[src/rtl/julia_pkg.sv]
// julia_pkg: shared constants and state types for the Julia pixel pipeline
package julia_pkg;
   localparam int DEF_LCD_W   = 320;
   localparam int DEF_LCD_H   = 240;
   localparam int DEF_COORD_W = 32;
   localparam int FIX_SCALE   = 8192;
   localparam int DEF_START_X = -2 * FIX_SCALE;
   localparam int DEF_END_X   = 2 * FIX_SCALE;
   localparam int DEF_START_Y = -3 * FIX_SCALE / 2;
   localparam int DEF_END_Y   = 3 * FIX_SCALE / 2;
   typedef enum logic [1:0] {IDLE, RUN, DRAIN, DONE} top_state_t;
   typedef enum logic [1:0] {FREE, BUSY, COOL} slot_state_t;
endpackage

[src/rtl/julia_coord_gen.sv]
// julia_coord_gen: raster col/row counters with wrapping fixed-point x/y accumulators
module julia_coord_gen import julia_pkg::*; #(
   parameter int LCD_W   = DEF_LCD_W,
   parameter int LCD_H   = DEF_LCD_H,
   parameter int COORD_W = DEF_COORD_W
) (
   input  logic                      clk,
   input  logic                      rst_n,
   input  logic                      load,
   input  logic                      step,
   input  logic signed [COORD_W-1:0] start_x,
   input  logic signed [COORD_W-1:0] start_y,
   input  logic signed [COORD_W-1:0] dx,
   input  logic signed [COORD_W-1:0] dy,
   output logic signed [COORD_W-1:0] cur_x,
   output logic signed [COORD_W-1:0] cur_y,
   output logic                      last_pixel
);
   logic [15:0] col, row;
   logic signed [COORD_W-1:0] sx, ddx, ddy;
   logic row_end;
   assign row_end    = col == 16'(LCD_W - 1);
   assign last_pixel = row_end && row == 16'(LCD_H - 1);
   always_ff @(posedge clk or negedge rst_n)
      if (!rst_n) begin
         col   <= '0;
         row   <= '0;
         sx    <= '0;
         ddx   <= '0;
         ddy   <= '0;
         cur_x <= '0;
         cur_y <= '0;
      end else if (load) begin
         col   <= '0;
         row   <= '0;
         sx    <= start_x;
         ddx   <= dx;
         ddy   <= dy;
         cur_x <= start_x;
         cur_y <= start_y;
      end else if (step) begin
         col   <= row_end ? '0 : col + 1'b1;
         row   <= row_end ? row + 1'b1 : row;
         cur_x <= row_end ? sx : cur_x + ddx;
         cur_y <= row_end ? cur_y + ddy : cur_y;
      end
endmodule

[src/rtl/julia_pixel_scheduler.sv]
// julia_pixel_scheduler: shares NUM_ENG Julia engines across the raster and
// streams colours back in raster order over a valid/ready port
module julia_pixel_scheduler import julia_pkg::*; #(
   parameter int NUM_ENG = 8,
   parameter int LCD_W   = DEF_LCD_W,
   parameter int LCD_H   = DEF_LCD_H,
   parameter int COORD_W = DEF_COORD_W
) (
   input  logic                        clk,
   input  logic                        rst_n,
   input  logic                        frame_start,
   input  logic signed [COORD_W-1:0]   start_x,
   input  logic signed [COORD_W-1:0]   start_y,
   input  logic signed [COORD_W-1:0]   dx,
   input  logic signed [COORD_W-1:0]   dy,
   output logic                        busy,
   output logic                        frame_done,
   output logic [NUM_ENG-1:0]          eng_enable,
   output logic [NUM_ENG*COORD_W-1:0]  eng_x,
   output logic [NUM_ENG*COORD_W-1:0]  eng_y,
   input  logic [NUM_ENG-1:0]          eng_end,
   input  logic [NUM_ENG*16-1:0]       eng_color,
   output logic                        pix_valid,
   input  logic                        pix_ready,
   output logic [15:0]                 pix_color,
   output logic [15:0]                 pix_x,
   output logic [15:0]                 pix_y
);
   localparam int PW    = $clog2(NUM_ENG);
   localparam int TOTAL = LCD_W * LCD_H;
   localparam int CW    = $clog2(TOTAL + 1);
   localparam logic [PW-1:0] LAST_ENG = PW'(NUM_ENG - 1);
   top_state_t state;
   slot_state_t slot [NUM_ENG];
   logic [PW-1:0] disp_ptr, col_ptr;
   logic [CW-1:0] coll_cnt;
   logic [15:0] out_col, out_row, sel_color;
   logic signed [COORD_W-1:0] cur_x, cur_y;
   logic last_pixel, start_ok, disp, coll;
   assign start_ok = state == IDLE && frame_start;
   assign disp     = state == RUN && slot[disp_ptr] == FREE;
   // a finished engine is only drained when the output register can take its colour
   assign coll     = slot[col_ptr] == BUSY && eng_end[col_ptr] && (!pix_valid || pix_ready);
   always_comb begin
      sel_color = '0;
      for (int i = 0; i < NUM_ENG; i++)
         sel_color = col_ptr == PW'(i) ? eng_color[i*16 +: 16] : sel_color;
   end
   julia_coord_gen #(.LCD_W(LCD_W), .LCD_H(LCD_H), .COORD_W(COORD_W)) u_coord (
      .clk(clk), .rst_n(rst_n), .load(start_ok), .step(disp),
      .start_x(start_x), .start_y(start_y), .dx(dx), .dy(dy),
      .cur_x(cur_x), .cur_y(cur_y), .last_pixel(last_pixel)
   );
   always_ff @(posedge clk or negedge rst_n)
      if (!rst_n) begin
         state      <= IDLE;
         disp_ptr   <= '0;
         col_ptr    <= '0;
         coll_cnt   <= '0;
         out_col    <= '0;
         out_row    <= '0;
         for (int i = 0; i < NUM_ENG; i++) slot[i] <= FREE;
         eng_enable <= '0;
         eng_x      <= '0;
         eng_y      <= '0;
         pix_valid  <= 1'b0;
         pix_color  <= '0;
         pix_x      <= '0;
         pix_y      <= '0;
         busy       <= 1'b0;
         frame_done <= 1'b0;
      end else begin
         frame_done <= 1'b0;
         case (state)
            IDLE: if (frame_start) begin
               state    <= RUN;
               busy     <= 1'b1;
               disp_ptr <= '0;
               col_ptr  <= '0;
               coll_cnt <= '0;
               out_col  <= '0;
               out_row  <= '0;
            end
            RUN: if (disp && last_pixel) state <= DRAIN;
            DRAIN: if (coll_cnt == CW'(TOTAL) && (!pix_valid || pix_ready)) begin
               state      <= DONE;
               busy       <= 1'b0;
               frame_done <= 1'b1;
            end
            default: state <= IDLE;
         endcase
         // COOL lasts one cycle so every engine sees enable low before reuse
         for (int i = 0; i < NUM_ENG; i++) begin
            if (slot[i] == COOL) slot[i] <= FREE;
            if (disp && disp_ptr == PW'(i)) begin
               slot[i]                    <= BUSY;
               eng_enable[i]              <= 1'b1;
               eng_x[i*COORD_W +: COORD_W] <= cur_x;
               eng_y[i*COORD_W +: COORD_W] <= cur_y;
            end
            if (coll && col_ptr == PW'(i)) begin
               slot[i]       <= COOL;
               eng_enable[i] <= 1'b0;
            end
         end
         if (disp) disp_ptr <= disp_ptr == LAST_ENG ? '0 : disp_ptr + 1'b1;
         if (coll) begin
            col_ptr   <= col_ptr == LAST_ENG ? '0 : col_ptr + 1'b1;
            coll_cnt  <= coll_cnt + 1'b1;
            pix_valid <= 1'b1;
            pix_color <= sel_color;
            pix_x     <= out_col;
            pix_y     <= out_row;
            out_col   <= out_col == 16'(LCD_W - 1) ? '0 : out_col + 1'b1;
            out_row   <= out_col == 16'(LCD_W - 1) ? out_row + 1'b1 : out_row;
         end else if (pix_ready) pix_valid <= 1'b0;
      end
endmodule

[config.mk]
export PLATFORM = sky130hd
export DESIGN_NAME = julia_pixel_scheduler
export DESIGN_NICKNAME = d
export VERILOG_FILES = /design/src/rtl/julia_pkg.sv /design/src/rtl/julia_coord_gen.sv /design/src/rtl/julia_pixel_scheduler.sv
export SDC_FILE = /design/constraint.sdc
export NUM_CORES = 1
export LEC_CHECK = 0
export CORE_AREA = 2 2 323 325
export CTS_BUF_LIST = sky130_fd_sc_hd__clkbuf_4 sky130_fd_sc_hd__clkbuf_8 sky130_fd_sc_hd__clkbuf_16
export CTS_CLUSTER_SIZE = 24
export DETAILED_ROUTE_END_ITERATION = 10
export DIE_AREA = 0 0 325 327
export DONT_BUFFER_PORTS = 1
export HOLD_SLACK_MARGIN = 0.1
export RECOVER_POWER = 100
export SETUP_SLACK_MARGIN = 0.05
export SLEW_MARGIN = 20
export SYNTH_ARGS = -nofsm -noshare
export SYNTH_HDL_FRONTEND = slang
export SYNTH_HIERARCHICAL = 1
export SYNTH_SLANG_ARGS = --single-unit
[constraint.sdc]
create_clock -name clk -period 3.5 [get_ports clk]
set_input_delay 0.525 -clock clk [delete_from_list [all_inputs] [get_ports clk]]
set_output_delay 0.525 -clock clk [all_outputs]
set_load 0.01 [all_outputs]
==> qor.csv, run 1 <==
stage,metric,value,unit
clock_network,CTS Buf Count,92,
route,highest routing layer actually used,met5,
finish,share of post-route cells with drive strength above 1,21.1,%
grt,largest net degree at the start of global routing,837,
pwr,Seq pwr share,44.9,%
run,number of max-cap violations,3,
synthesis,Post-synth EDFFs,0,
critical_path,WP data required,4.05,ns
route,DR WL/cell,25.4,microns
critical_path,Setup crit end kind,flop,
finish,fin util,42.9,%
outcome,failing checks,"capacitance limit, slew limit",
grt,Total GRT Usage,22.9,%
synthesis,Mapped Area,38000,sq um
synthesis,Most used DFF post-synth,dfrtp_1,
placed_design,Placement Cell Area,39600,sq um
synthesis,post-synth net total,3658,
pwr,Comb pwr share,25.5,%
placed_design,dpl ws,0.386,ns
route,Pre-antenna DRT Iters,7,
pwr,VDD IR max,0.699,mV
pwr,Pwr per Cell Area,774,nW/um^2
clock_network,CTS sink count,836,
placed_design,buffers added on ports,0,
finish,"commonest non-fill, non-tap cell in the layout",dfrtp_1,
die,die area,106000,sq um
timing,Final Max Tran Viols,224,
timing,Worst slew margin,-33.2,%
route,Vias/cell,5.49,
grt,GR Overflow Total,0,
clock_network,Skew-Pair Late Insertion Delay,0.68,ns
pwr,Leakage,19.1,nW
die,die height,327,microns
route,Remaining DRCs,0,
route,via count,27000,
pwr,switching portion of total power,36.9,%
pwr,Net Switching,0.0126,W
finish,Final #Nets,3798,
synthesis,yosys warns,6,
finish,"Area growth, synth to finish",16.3,%
pwr,Internal Power,0.0216,W
finish,post-route cell area,44200,sq um
finish,FILL cells,9646,
timing,setup violators final,0,
synthesis,Mapped Cells,3304,
timing,final hold vios,0,
outcome,status,"complete, but fails checks",
die,Core Region,103000,sq um
clock_network,clock root buffer,clkbuf_16,
worst_hold_path,Hold WC Path Type,in -> reg,
clock_network,H-tree Lvls,3,
clock_network,"Reg clk slew, reported paths",0.07,ns
die,# rows,118,
route,WL met1,49200,microns
timing,Worst-Margin Slew,2.00,ns
timing,period utilization,96.5,%
pwr,Clk pwr share,29.6,%
grt,initial antenna violation count,25,
placed_design,Post-DP HPWL,86700,microns
placed_design,Final Wtd Congestion,0.965,
route,met2 WL,61000,microns
timing,unrepaired setup endpoints after global routing,true,
clock_network,CTS tree,yes,
die,Die Width,325,microns
critical_path,Critical Path Source Type,flop,
finish,most frequent cells in the layout,"dfrtp_1 (836), mux2_2 (467), nand2_1 (456)",
clock_network,Clock Tree Buf Depth,3,
synthesis,"Seq/Total Area, Yosys",55.1,%
timing,Max Freq,296,MHz
synthesis,Post-Syn Area per Cell,11.5,sq um
route,Initial DRC Count,1806,
placed_design,placed cell count,4572,
critical_path,CP arrival,3.93,ns
synthesis,#FFs+latches synth,836,
synthesis,Synth cell types,96,
timing,min Tclk post-route,3.38,ns
timing,skew final,0.0296,ns
finish,Non-Filler Instances,4923,
route,DRT antenna net count,0,
grt,first-pass GRT wire length,185000,microns
grt,vias in the first global route,27400,
critical_path,Setup Crit Path Kind,reg -> reg,
critical_path,Crit Path Max Fanout,40,
synthesis,Async SR Flop Fraction,100,%
route,final wirelength,125000,microns
die,Ports,839,
die,Starting Density,36.9,%
route,met3 wire len,9230,microns
timing,final worst setup slack,0.123,ns
-- Yosys cell counts, drive strengths merged (32+ instances only) --
cell type	instances	share of area, %
ha	84	2.8
inv	73	0.72
o21ai	201	2.7
xnor2	34	0.78
clkbuf	111	1.1
nor2	151	1.5
nor2b	56	0.92
dfrtp	836	55
xor2	45	1.0
a31oi	32	0.58
a21o	40	0.79
mux2	521	16
or3	41	0.68
nand2	456	4.5
nand3	55	0.76
buf	78	1.3
nor3	38	0.51
a221oi	35	0.82
nand4	38	0.66
a21oi	153	2.0
-- worst max-delay path: stages, from the launching register on --
cell	delay [ns]
dfrtp_1	0.45
inv_1	0.16
o311ai_1	0.46
o311ai_4	0.24
nor2_1	0.23
clkbuf_2	1.15
mux2_2	0.45
-- registers in the layout (all words and copies together) (netlist names), 17 cells and up --
| register | count |
|---|---|
| coll_cnt | 17 |
| eng_x | 256 |
| eng_y | 256 |
| u_coord/cur_x | 32 |
| u_coord/cur_y | 32 |
| u_coord/ddx | 32 |
| u_coord/ddy | 32 |
| u_coord/sx | 32 |
-- stage by stage --
step	power (W)	setup TNS [ns]	hold WS [ns]
after floorplan	0.0205	0	0.229
after global placement	0.0237	0	0.249
after detailed placement	0.0239	0	0.248
after CTS	0.0344	0	-0.494
after global routing	0.0358	-0.0480	0.151
final	0.0342	0	0.146
-- repair_timing --
action	CTS	global route
hold buffers	151	2
hold endpoints to repair	1010	312
gates resized for setup	0	1
setup endpoints to repair	0	5
setup buffers	0	0
-- power groups by stage --
| stage | Clock (W) | Combinational (W) | Sequential [W] |
|---|---|---|---|
| after floorplan | 0 | 0.00608 | 0.0144 |
| after global placement | 0 | 0.00825 | 0.0155 |
| after detailed placement | 0 | 0.00841 | 0.0155 |
| after CTS | 0.0103 | 0.00870 | 0.0154 |
| after global routing | 0.0107 | 0.00952 | 0.0156 |
| final | 0.0101 | 0.00872 | 0.0153 |
-- logic make-up (layout without fill, tap and decap cells) --
logic type      count (synthesis)  after routing  share of synthesized area [%]
mux                           531            531                           15.9
fa+ha+maj                      86             86                           2.87
simple gates                  910            910                           11.0
flops                         836            836                           55.1
other cells                     0             23                              0
compound gates                600            600                           10.1
xor+xnor                       79             79                           1.82
buf+inv                       262            478                           3.11
-- final timing paths --
kind / start / end / cells past startpoint / slack [ns]
setup / recovery: disp_ptr[0] / eng_x[67] / 6 / 0.12
hold / removal: start_x[31] / u_coord/sx[31] / 2 / 0.15
setup reg to reg: disp_ptr[0] / eng_x[67] / 6 / 0.12
hold reg to reg: u_coord/col[15] / u_coord/col[15] / 1 / 0.49
max in group asynchronous: rst_n / eng_x[212] / 5 / 0.31
min in group asynchronous: rst_n / eng_x[32] / 2 / 0.32
-- layer usage --
layer / vias up / GRT usage (%)
met2: 1048 / 38.4
met5: - / 0
met3: 263 / 6.24
met4: 4 / 11.0
met1: 13700 / 27.3
li1: 12000 / -
-- area by class of cell --
| class | instances | area [sq um] | share of cell area, % |
|---|---|---|---|
| flip-flops and latches | 836 | 20900 | 47.4 |
| clock inverters | 44 | 470 | 1.07 |
| inverters | 73 | 282 | 0.638 |
| repair buffers | 235 | 2170 | 4.92 |
| diodes | 23 | 57.6 | 0.130 |
| well taps | 1380 | 1730 | 3.91 |
| clock buffers | 126 | 2720 | 6.15 |
| multi-input cells | 2206 | 15800 | 35.8 |
Note: power is estimated with default switching activity, not from simulation.
==> run 2, diff against run 1 <==
--- a/config.mk
+++ b/config.mk
@@ -5,13 +5,16 @@
 export SDC_FILE = /design/constraint.sdc
 export NUM_CORES = 1
 export LEC_CHECK = 0
+export ABC_CLOCK_PERIOD_IN_PS = 3500
 export CORE_AREA = 2 2 323 325
 export CTS_BUF_LIST = sky130_fd_sc_hd__clkbuf_4 sky130_fd_sc_hd__clkbuf_8 sky130_fd_sc_hd__clkbuf_16
 export CTS_CLUSTER_SIZE = 24
 export DETAILED_ROUTE_END_ITERATION = 10
 export DIE_AREA = 0 0 325 327
 export DONT_BUFFER_PORTS = 1
+export GPL_ROUTABILITY_DRIVEN = 0
 export HOLD_SLACK_MARGIN = 0.1
+export MAX_ROUTING_LAYER = met4
 export RECOVER_POWER = 100
 export SETUP_SLACK_MARGIN = 0.05
 export SLEW_MARGIN = 20
==> run 2 against run 1 <==
The run still ends with capacitance limit, slew limit left. Count of clock-buffer cells in the layout is the same. Total power is essentially flat. Sequential cell count is the same. Sequential power is essentially flat.
==> qor.csv, run 2 (synthesis gave the netlist of run 1 again) <==
stage,metric,value,unit
critical_path,crit path cell chain,inv_1 -> o311ai_1 -> o311ai_2 -> nor2_4 -> clkbuf_2 -> mux2_2,
timing,unrepaired setup endpoints after global routing,true,
die,Core Region,103000,sq um
finish,"Area growth, synth to finish",16.4,%
critical_path,WP data required,4.05,ns
timing,setup tns final,0,ns
route,final wirelength,125000,microns
clock_network,CTS Buf Count,92,
grt,met1 usage,27.6,%
pwr,Clk pwr share,29.6,%
clock_network,clock root buffer,clkbuf_16,
timing,Max Freq,300,MHz
die,Die Width,325,microns
critical_path,Setup Crit Path Kind,reg -> reg,
pwr,Net Switching,0.0126,W
placed_design,Post-DP HPWL,86700,microns
finish,share of post-route cells with drive strength above 1,21.2,%
timing,Final Max Tran Viols,191,
die,Ports,839,
timing,Worst slew margin,-37.9,%
route,Initial DRC Count,1846,
pwr,Seq pwr share,44.9,%
pwr,VDD IR max,0.685,mV
placed_design,buffers added on ports,0,
grt,initial antenna violation count,29,
timing,min Tclk post-route,3.33,ns
finish,Largest regs,"eng_x: 256 flops, eng_y: 256 flops",
critical_path,largest stage delay on the critical path,1.12,ns
clock_network,CTS sink count,836,
die,die height,327,microns
critical_path,Crit Path Max Fanout,40,
pwr,PnR Total Power,0.0342,W
pwr,Pwr per Cell Area,773,nW/um^2
finish,"commonest non-fill, non-tap cell in the layout",dfrtp_1,
grt,GR Overflow Total,0,
grt,GRT met3 Usage,5.83,%
grt,Total GRT Usage,23.6,%
clock_network,H-tree Lvls,3,
timing,skew final,0.0263,ns
route,Remaining DRCs,0,
grt,first-pass GRT wire length,185000,microns
die,# rows,118,
finish,Final #Nets,3798,
clock_network,Clock Tree Buf Depth,3,
die,die area,106000,sq um
timing,final hold vios,0,
critical_path,CP arrival,3.88,ns
critical_path,Setup crit end kind,flop,
timing,setup violators final,0,
route,via count,27100,
critical_path,Worst path slowest cell,clkbuf_2,
timing,period utilization,95.2,%
outcome,failing checks,"capacitance limit, slew limit",
clock_network,Setup Buffers After CTS,0,
grt,largest net degree at the start of global routing,837,
route,Vias/cell,5.49,
clock_network,"Reg clk slew, reported paths",0.07,ns
clock_network,Skew-Pair Late Insertion Delay,0.67,ns
grt,vias in the first global route,27400,
pwr,switching portion of total power,36.9,%
timing,Worst-Margin Slew,2.07,ns
route,Pre-antenna DRT Iters,6,
route,DRT antenna net count,0,
grt,met2 usage in global routing,38.6,%
finish,most frequent cells in the layout,"dfrtp_1 (836), mux2_2 (467), nand2_1 (455)",
finish,fin util,42.9,%
clock_network,CTS tree,yes,
critical_path,Critical Path Source Type,flop,
run,number of max-cap violations,2,
pwr,Leakage,19.1,nW
outcome,status,"complete, but fails checks",
die,Starting Density,36.9,%
route,DR WL/cell,25.4,microns
pwr,Comb pwr share,25.5,%
worst_hold_path,Hold WC Path Type,in -> reg,
timing,worst hold slack,0.146,ns
pwr,Internal Power,0.0216,W
grt,busiest grt layer,met2,
## run 2: changes by cell type in the layout (fill, tap and decap cells not counted), sizes merged
cell	delta
diode	+6
## run 2: cell type report
cell class | count | area (sq um)
antenna | 29 | 72.6
clock buffer | 126 | 2720
clock inverter | 44 | 470
fill | 9646 | 58700
inverter | 73 | 282
multi-input combinational | 2206 | 15800
sequential | 836 | 20900
tap | 1380 | 1730
timing repair buffer | 235 | 2200
## run 2: metal layers
layer	routed length (microns)	share of wire (%)
met2	61200	49
met3	8890	7.1
met1	49300	39
met4	5660	4.5
met5	0	0
## run 2: path summary, 6_finish.rpt
path | startpoint | endpoint | slack, ns | depth (start not counted)
max in group asynchronous | rst_n | eng_x[7] | 0.47 | 3
hold reg to reg | u_coord/col[15] | u_coord/col[15] | 0.49 | 1
hold / removal | start_x[31] | u_coord/sx[31] | 0.15 | 2
min in group asynchronous | rst_n | eng_y[126] | 0.47 | 2
setup reg to reg | disp_ptr[0] | eng_x[67] | 0.17 | 6
setup / recovery | disp_ptr[0] | eng_x[67] | 0.17 | 6
## run 2: power groups by stage
stage	Clock (W)	Combinational, W	Sequential, W
after CTS	0.0103	0.00870	0.0154
after floorplan	0	0.00608	0.0144
after detailed placement	0	0.00841	0.0155
final	0.0101	0.00873	0.0153
after global routing	0.0107	0.00952	0.0156
after global placement	0	0.00825	0.0155
## run 2: critical path, delay by kind of cell, from the launching register on
kind	cells	cell delay (ns)
AO/OA/AOI/OAI	2	0.71
AND/OR/NAND/NOR	1	0.20
multiplexers	1	0.45
flip-flops	1	0.45
buffers and inverters	2	1.28
## run 2: what timing repair did
item,CTS,global route
setup endpoints to repair,0,5
resized for setup,0,3
endpoints found under the hold margin,1010,530
hold buffers,151,2
## run 2: through the flow
stage / worst slack [ns] / instances / instance area (sq um)
after floorplan: 0.618 / 3304 / 38000
after global placement: 0.408 / 4572 / 39600
after detailed placement: 0.386 / 4572 / 39600
after CTS: 0.0776 / 4893 / 44300
after global routing: 0.0123 / 4926 / 44200
final: 0.167 / 4929 / 44200
